==> config.mk <==
export PLATFORM = sky130hd
export DESIGN_NAME = snake_score_display
export DESIGN_NICKNAME = d
export VERILOG_FILES = /design/src/rtl/snake_score_display_pkg.sv /design/src/rtl/snake_score_display_bcd_sat_counter.sv /design/src/rtl/snake_score_display.sv
export SDC_FILE = /design/constraint.sdc
export NUM_CORES = 1
export LEC_CHECK = 0
export ABC_AREA = 0
export CAP_MARGIN = 40
export CORE_MARGIN = 3
export CORE_UTILIZATION = 54
export CTS_CLUSTER_SIZE = 10
export DETAILED_ROUTE_END_ITERATION = 6
export PLACE_DENSITY = 0.8
export SYNTH_ARGS = -nofsm -noshare
export SYNTH_HDL_FRONTEND = slang
export SYNTH_SLANG_ARGS = --single-unit
==> constraint.sdc <==
create_clock -name clk -period 8.9 [get_ports clk]
set_input_delay 2.67 -clock clk [delete_from_list [all_inputs] [get_ports clk]]
set_output_delay 2.67 -clock clk [all_outputs]
set_load 0.1 [all_outputs]
==> src/rtl/snake_score_display_pkg.sv <==
// Shared definitions for the two-snake LED game: game states, display digit codes
// and the active-low seven-segment encoder.
package snake_score_display_pkg;

    typedef enum logic [1:0] {
        ST_RESET      = 2'd0,
        ST_START      = 2'd1,
        ST_FINISH     = 2'd2,
        ST_FINISH_ALT = 2'd3
    } game_state_e;

    localparam logic [3:0] DIG_BLANK = 4'd10;
    localparam logic [3:0] DIG_DASH  = 4'd11;
    localparam logic [6:0] SEG_BLANK = 7'b1111111;

    // Active-low gfedcba pattern for a digit code (0..9, BLANK, DASH).
    function automatic logic [6:0] seg_encode(input logic [3:0] code);
        logic [6:0] seg;
        case (code)
            4'd0:    seg = 7'b1000000;
            4'd1:    seg = 7'b1111001;
            4'd2:    seg = 7'b0100100;
            4'd3:    seg = 7'b0110000;
            4'd4:    seg = 7'b0011001;
            4'd5:    seg = 7'b0010010;
            4'd6:    seg = 7'b0000010;
            4'd7:    seg = 7'b1111000;
            4'd8:    seg = 7'b0000000;
            4'd9:    seg = 7'b0010000;
            4'd11:   seg = 7'b0111111;
            default: seg = SEG_BLANK;
        endcase
        return seg;
    endfunction

endpackage

==> src/rtl/snake_score_display_bcd_sat_counter.sv <==
// Two-digit BCD counter with synchronous clear and saturation at 99.
module bcd_sat_counter (
    input  logic       clk,
    input  logic       rst,
    input  logic       clr,
    input  logic       inc,
    output logic [7:0] count
);

    logic [7:0] count_r;
    logic [7:0] count_nxt_s;

    assign count = count_r;

    // Next BCD value: carry ones into tens, hold at 99.
    always_comb begin
        count_nxt_s = count_r;
        if (inc) begin
            if (count_r == 8'h99) begin
                count_nxt_s = count_r;
            end else if (count_r[3:0] == 4'd9) begin
                count_nxt_s = {count_r[7:4] + 4'd1, 4'd0};
            end else begin
                count_nxt_s = {count_r[7:4], count_r[3:0] + 4'd1};
            end
        end else begin
            count_nxt_s = count_r;
        end
    end

    // Count register with async reset and synchronous clear.
    always_ff @(posedge clk or posedge rst) begin
        if (rst) begin
            count_r <= 8'h00;
        end else if (clr) begin
            count_r <= 8'h00;
        end else begin
            count_r <= count_nxt_s;
        end
    end

endmodule

==> src/rtl/snake_score_display.sv <==
// Score stage of the two-snake game: filters snake positions, counts contacts and
// elapsed seconds, and scans the result onto a 4-digit seven-segment display.
module snake_score_display
    import snake_score_display_pkg::*;
#(
    parameter int TICK_CYCLES  = 100_000_000,
    parameter int SCAN_CYCLES  = 32_768,
    parameter int BLINK_CYCLES = 25_000_000
) (
    input  logic        clk,
    input  logic        rst,
    input  logic [1:0]  state,
    input  logic [15:0] pos_a,
    input  logic [15:0] pos_b,
    output logic [3:0]  digit,
    output logic [6:0]  display,
    output logic        contact_evt
);

    localparam int TICK_W  = (TICK_CYCLES  > 1) ? $clog2(TICK_CYCLES)  : 1;
    localparam int SCAN_W  = (SCAN_CYCLES  > 1) ? $clog2(SCAN_CYCLES)  : 1;
    localparam int BLINK_W = (BLINK_CYCLES > 1) ? $clog2(BLINK_CYCLES) : 1;

    logic [15:0] a_sync1_r, a_sync2_r, a_prev_r, a_filt_r;
    logic [15:0] b_sync1_r, b_sync2_r, b_prev_r, b_filt_r;
    logic        contact_s, contact_q_r, con_inc_s;
    logic        is_reset_s, is_start_s, is_finish_s;
    logic [TICK_W-1:0]  tick_r;
    logic               tick_s;
    logic [BLINK_W-1:0] blink_r;
    logic               hide_r;
    logic [SCAN_W-1:0]  scan_cnt_r;
    logic [1:0]         scan_idx_r, idx_nxt_s, show_idx_s;
    logic               scan_on_r, scan_wrap_s, on_nxt_s;
    logic [3:0]         code_s;
    logic [7:0]         sec_bcd_s, con_bcd_s;

    assign is_reset_s  = (state == ST_RESET);
    assign is_start_s  = (state == ST_START);
    assign is_finish_s = state[1];

    // Positions arrive from a slow domain: synchronize, then accept only a value
    // seen unchanged on two consecutive cycles so mid-update words are ignored.
    always_ff @(posedge clk or posedge rst) begin
        if (rst) begin
            a_sync1_r <= 16'h0000; a_sync2_r <= 16'h0000; a_prev_r <= 16'h0000; a_filt_r <= 16'h0000;
            b_sync1_r <= 16'h0000; b_sync2_r <= 16'h0000; b_prev_r <= 16'h0000; b_filt_r <= 16'h0000;
        end else begin
            a_sync1_r <= pos_a;
            a_sync2_r <= a_sync1_r;
            a_prev_r  <= a_sync2_r;
            b_sync1_r <= pos_b;
            b_sync2_r <= b_sync1_r;
            b_prev_r  <= b_sync2_r;
            if (a_sync2_r == a_prev_r) a_filt_r <= a_sync2_r;
            if (b_sync2_r == b_prev_r) b_filt_r <= b_sync2_r;
        end
    end

    assign contact_s = |(({a_filt_r[14:0], 1'b0} & b_filt_r) |
                         ({1'b0, a_filt_r[15:1]} & b_filt_r) |
                         (a_filt_r & b_filt_r));
    assign con_inc_s = contact_s & ~contact_q_r & is_start_s;

    // Contact history and the one-cycle event pulse, aligned with the count update.
    always_ff @(posedge clk or posedge rst) begin
        if (rst) begin
            contact_q_r <= 1'b0;
            contact_evt <= 1'b0;
        end else if (is_reset_s) begin
            contact_q_r <= 1'b0;
            contact_evt <= 1'b0;
        end else begin
            contact_q_r <= contact_s;
            contact_evt <= con_inc_s;
        end
    end

    assign tick_s = is_start_s && (tick_r == TICK_W'(TICK_CYCLES - 1));

    // One-second prescaler; runs only while playing, holds in FINISH.
    always_ff @(posedge clk or posedge rst) begin
        if (rst) begin
            tick_r <= '0;
        end else if (is_reset_s) begin
            tick_r <= '0;
        end else if (is_start_s) begin
            tick_r <= tick_s ? '0 : tick_r + TICK_W'(1);
        end else begin
            tick_r <= tick_r;
        end
    end

    bcd_sat_counter u_seconds (
        .clk   (clk),
        .rst   (rst),
        .clr   (is_reset_s),
        .inc   (tick_s),
        .count (sec_bcd_s)
    );

    bcd_sat_counter u_contacts (
        .clk   (clk),
        .rst   (rst),
        .clr   (is_reset_s),
        .inc   (con_inc_s),
        .count (con_bcd_s)
    );

    // FINISH blink phase; restarts visible whenever FINISH is (re)entered.
    always_ff @(posedge clk or posedge rst) begin
        if (rst) begin
            blink_r <= '0;
            hide_r  <= 1'b0;
        end else if (!is_finish_s) begin
            blink_r <= '0;
            hide_r  <= 1'b0;
        end else if (blink_r == BLINK_W'(BLINK_CYCLES - 1)) begin
            blink_r <= '0;
            hide_r  <= ~hide_r;
        end else begin
            blink_r <= blink_r + BLINK_W'(1);
        end
    end

    assign scan_wrap_s = (scan_cnt_r == SCAN_W'(SCAN_CYCLES - 1));
    assign idx_nxt_s   = scan_on_r ? scan_idx_r + 2'd1 : 2'd0;
    assign on_nxt_s    = scan_on_r | scan_wrap_s;
    assign show_idx_s  = scan_wrap_s ? idx_nxt_s : scan_idx_r;

    // Digit code for the position being driven after this edge.
    always_comb begin
        code_s = DIG_BLANK;
        if (is_reset_s) begin
            code_s = DIG_DASH;
        end else if (is_finish_s && hide_r) begin
            code_s = DIG_BLANK;
        end else begin
            case (show_idx_s)
                2'd3:    code_s = sec_bcd_s[7:4];
                2'd2:    code_s = sec_bcd_s[3:0];
                2'd1:    code_s = con_bcd_s[7:4];
                default: code_s = con_bcd_s[3:0];
            endcase
        end
    end

    // Digit scan; enables and segments share one register stage.
    always_ff @(posedge clk or posedge rst) begin
        if (rst) begin
            scan_cnt_r <= '0;
            scan_idx_r <= 2'd0;
            scan_on_r  <= 1'b0;
            digit      <= 4'b1111;
            display    <= SEG_BLANK;
        end else begin
            scan_cnt_r <= scan_wrap_s ? '0 : scan_cnt_r + SCAN_W'(1);
            if (scan_wrap_s) begin
                scan_idx_r <= idx_nxt_s;
                scan_on_r  <= 1'b1;
            end
            digit   <= on_nxt_s ? ~(4'b0001 << show_idx_s) : 4'b1111;
            display <= on_nxt_s ? seg_encode(code_s) : SEG_BLANK;
        end
    end

endmodule

==> flow_metrics.tcl <==
set metrics [dict create \
    maxCapViolCount 0 \
    grtUsageTotal 0.193 \
    slew_headroom 0.362 \
    yosysTopAreaCellShare 0.585 \
    maxSlewViolCount 0 \
    dp_cells 1035 \
    cp_data_arrival_time_ns 5.69 \
    path_clk_slew_ns 0.05 \
    clock-sinks 228 \
    rows 47 \
    grt_remaining_overflow 0 \
    antenna_cells 0 \
    startpoint_type "input pin" \
    p_leak_nw 5.02 \
    ant_nets 0 \
    synth.avg_cell_area_um2 12.0 \
    layout.nets 896 \
    ys_seq_area_frac 0.616 \
    synth_cell_types 61 \
    final_hold_viol_count 0 \
    rsz0062_at_grt "no" \
    area_growth_pct 18.7 \
    setup_tns_ns 0 \
    outcome "finished, final reports clean" \
    antenna_found_initial 0 \
    dr.first_iter.drc_count 396 \
    instances_no_fill 1076 \
    wl_um 17400 \
    yosysWarnings 0 \
    drive_above_1_share 0.121 \
    finalCritPeriodShare 0.590 \
    drt_pass1_iterations 5 \
    drc 0 \
    hpwl_um 11300 \
    vias 5972 \
    clock_skew_ns 0.0182 \
    dieArea_mm2 0.0188 \
    required_ns 9.34 \
    ioPinCount 48 \
    grt_pass1_wl_um 29600 \
    initial_utilization 0.556 \
    power.density_mw_per_mm2 193 \
    cts_setup_buffers 0 \
    syn_nets 823 \
    hp-class "reg -> reg" \
    die_y_um 137 \
    clockBufferDepth 3 \
    crit_type "in -> reg" \
    synth.area.top_cells "dfrtp_1 (58%), xor2_1 (7.5%), mux2_2 (4.1%)" \
    peakVddDrop_uv 159 \
    grt_pass1_vias 6009 \
    htree_levels 1 \
    die_w_um 137 \
    cts_resized 0 \
    yosys_register_bits 228 \
    endpoint_kind "flop" \
    fin_crit_ns 5.25 \
    synth_edf_count 0 \
    cts_hold_buf 0 \
    fmax_mhz 191 \
    wire_per_inst_um 16.2 \
    place.gp.congestion 0.846 \
    ys.flop_type "dfrtp_1" \
    numCtsBuffers 27 \
    clk_latency_ns 0.52 \
    port_buffers 47 \
    worst-path-max-fanout 23 \
    reg2reg_slack_ns 5.97 \
    fillers 1241 \
    core_area_mm2 0.0167 \
    setup_viol 0 \
    tritoncts "yes" \
    vias_per_cell 5.55 \
    synth_area_mm2 0.00929 \
    syn_inst 771 \
    tightest_slew_ns 0.953 \
    clk_root_buffer_cell "clkbuf_16" \
    yosys.area.top_type "dfrtp_1" \
    synthArstFlopShare 1.00 \
    grt_max_degree 85 \
]
## registers in the layout (all words and copies together) (netlist names), 2 cells and up
signal            cells
a_sync1_r            16
a_filt_r             16
b_prev_r             16
scan_cnt_r           15
b_sync1_r            16
blink_r              25
tick_r               27
b_filt_r             16
b_sync2_r            16
scan_idx_r            2
digit                 4
display               7
u_seconds.count       8
u_contacts.count      8
a_prev_r             16
a_sync2_r            16
## worst max-delay path, stage by stage
cell	delay (ns)
clkdlybuf4s50_1	0.81
nor2_1	0.92
a31oi_1	0.08
a311o_1	0.44
ha_1	0.26
mux2_2	0.27
o31a_1	0.24
## metal layers
layer  wire [µm]  GRT usage  part of all wire
met2        8180      0.301              0.47
met3         779     0.0309             0.045
met5           0          0                 0
met1        8010      0.284              0.46
met4         445     0.0538             0.026
## power breakdown
| part | internal [mW] | leakage [nW] | total [mW] | switching (mW) |
|---|---|---|---|---|
| sequential | 1.06 | 2.91 | 1.08 | 0.0167 |
| clock | 0.595 | 0.377 | 0.975 | 0.381 |
| combinational | 0.0299 | 1.74 | 0.0710 | 0.0411 |
| total | 1.69 | 5.02 | 2.13 | 0.439 |
## final timing paths
check                               from             to  depth (start not counted)
max                             state[1]     display[6]                          7
max in group asynchronous            rst       digit[1]                          4
min reg2reg                 b_sync1_r[1]   b_sync2_r[1]                          0
max reg2reg                scan_cnt_r[5]     display[6]                         10
min in group asynchronous            rst  a_sync1_r[12]                          2
min                         b_sync1_r[1]   b_sync2_r[1]                          0
## kinds of logic (layout without fill, tap and decap cells)
kind of cell,Yosys count,count (layout),synth area share
compound gates,79,79,0.0581
xor+xnor,93,93,0.0877
fa+ha+maj,16,16,0.0216
buf+inv,35,120,0.0148
flops,228,228,0.616
mux,44,44,0.0524
simple gates,276,276,0.149
## cells in the mapped netlist (all sizes together) (2+ instances only)
cell / count
o211ai: 7
a221oi: 2
ha: 16
clkbuf: 16
clkinv: 2
buf: 5
nand2b: 5
and2: 6
o41ai: 2
or2: 3
mux2i: 7
xor2: 79
nor3: 10
a31oi: 3
a22oi: 2
o21ai: 25
nand3b: 3
inv: 12
dfrtp: 217
nand2: 55
and3: 14
mux2: 37
o31ai: 10
nor2: 81
dfstp: 11
nor4: 16
xnor2: 14
nor2b: 8
and4: 5
nand3: 38
nand4: 21
a21oi: 10
o22ai: 6
nand4b: 4
nor3b: 2
## layout by cell type, fill, tap and decap left out, types with 16 or more instances in the layout
cell and count:
dfrtp_1 217, nor2_1 81, xor2_1 79, nand2_1 54, clkdlybuf4s50_1 47, nand3_1 38
mux2_2 34, clkbuf_16 27, o21ai_0 23, nand4_1 20, ha_1 16
## cell type report
class                      count  area [µm²]  area share
tap                          220         275      0.0250
clock inverter                 2        35.0     0.00318
multi-input combinational    508        3430       0.311
clock buffer                  39         741      0.0672
inverter                      14        60.1     0.00545
sequential                   228        5720       0.519
timing repair buffer          65         761      0.0690
## metrics by stage
step / setup slack [ns] / instance area [µm²] / hold slack (ns) / utilization / power (mW)
6_report: 3.65 / 11000 / 0.345 / 0.660 / 2.13
4_1_cts: 3.70 / 11000 / 0.343 / 0.660 / 2.15
3_5_place_dp: 3.17 / 10200 / 0.335 / 0.613 / 1.17
2_1_floorplan: 0.000326 / 9290 / 0.331 / - / 1.13
5_1_grt: 3.45 / 11000 / 0.352 / 0.660 / 2.20
3_3_place_gp: 3.34 / 9970 / 0.333 / 0.597 / 1.16
Note: power is estimated with default switching activity, not from simulation.
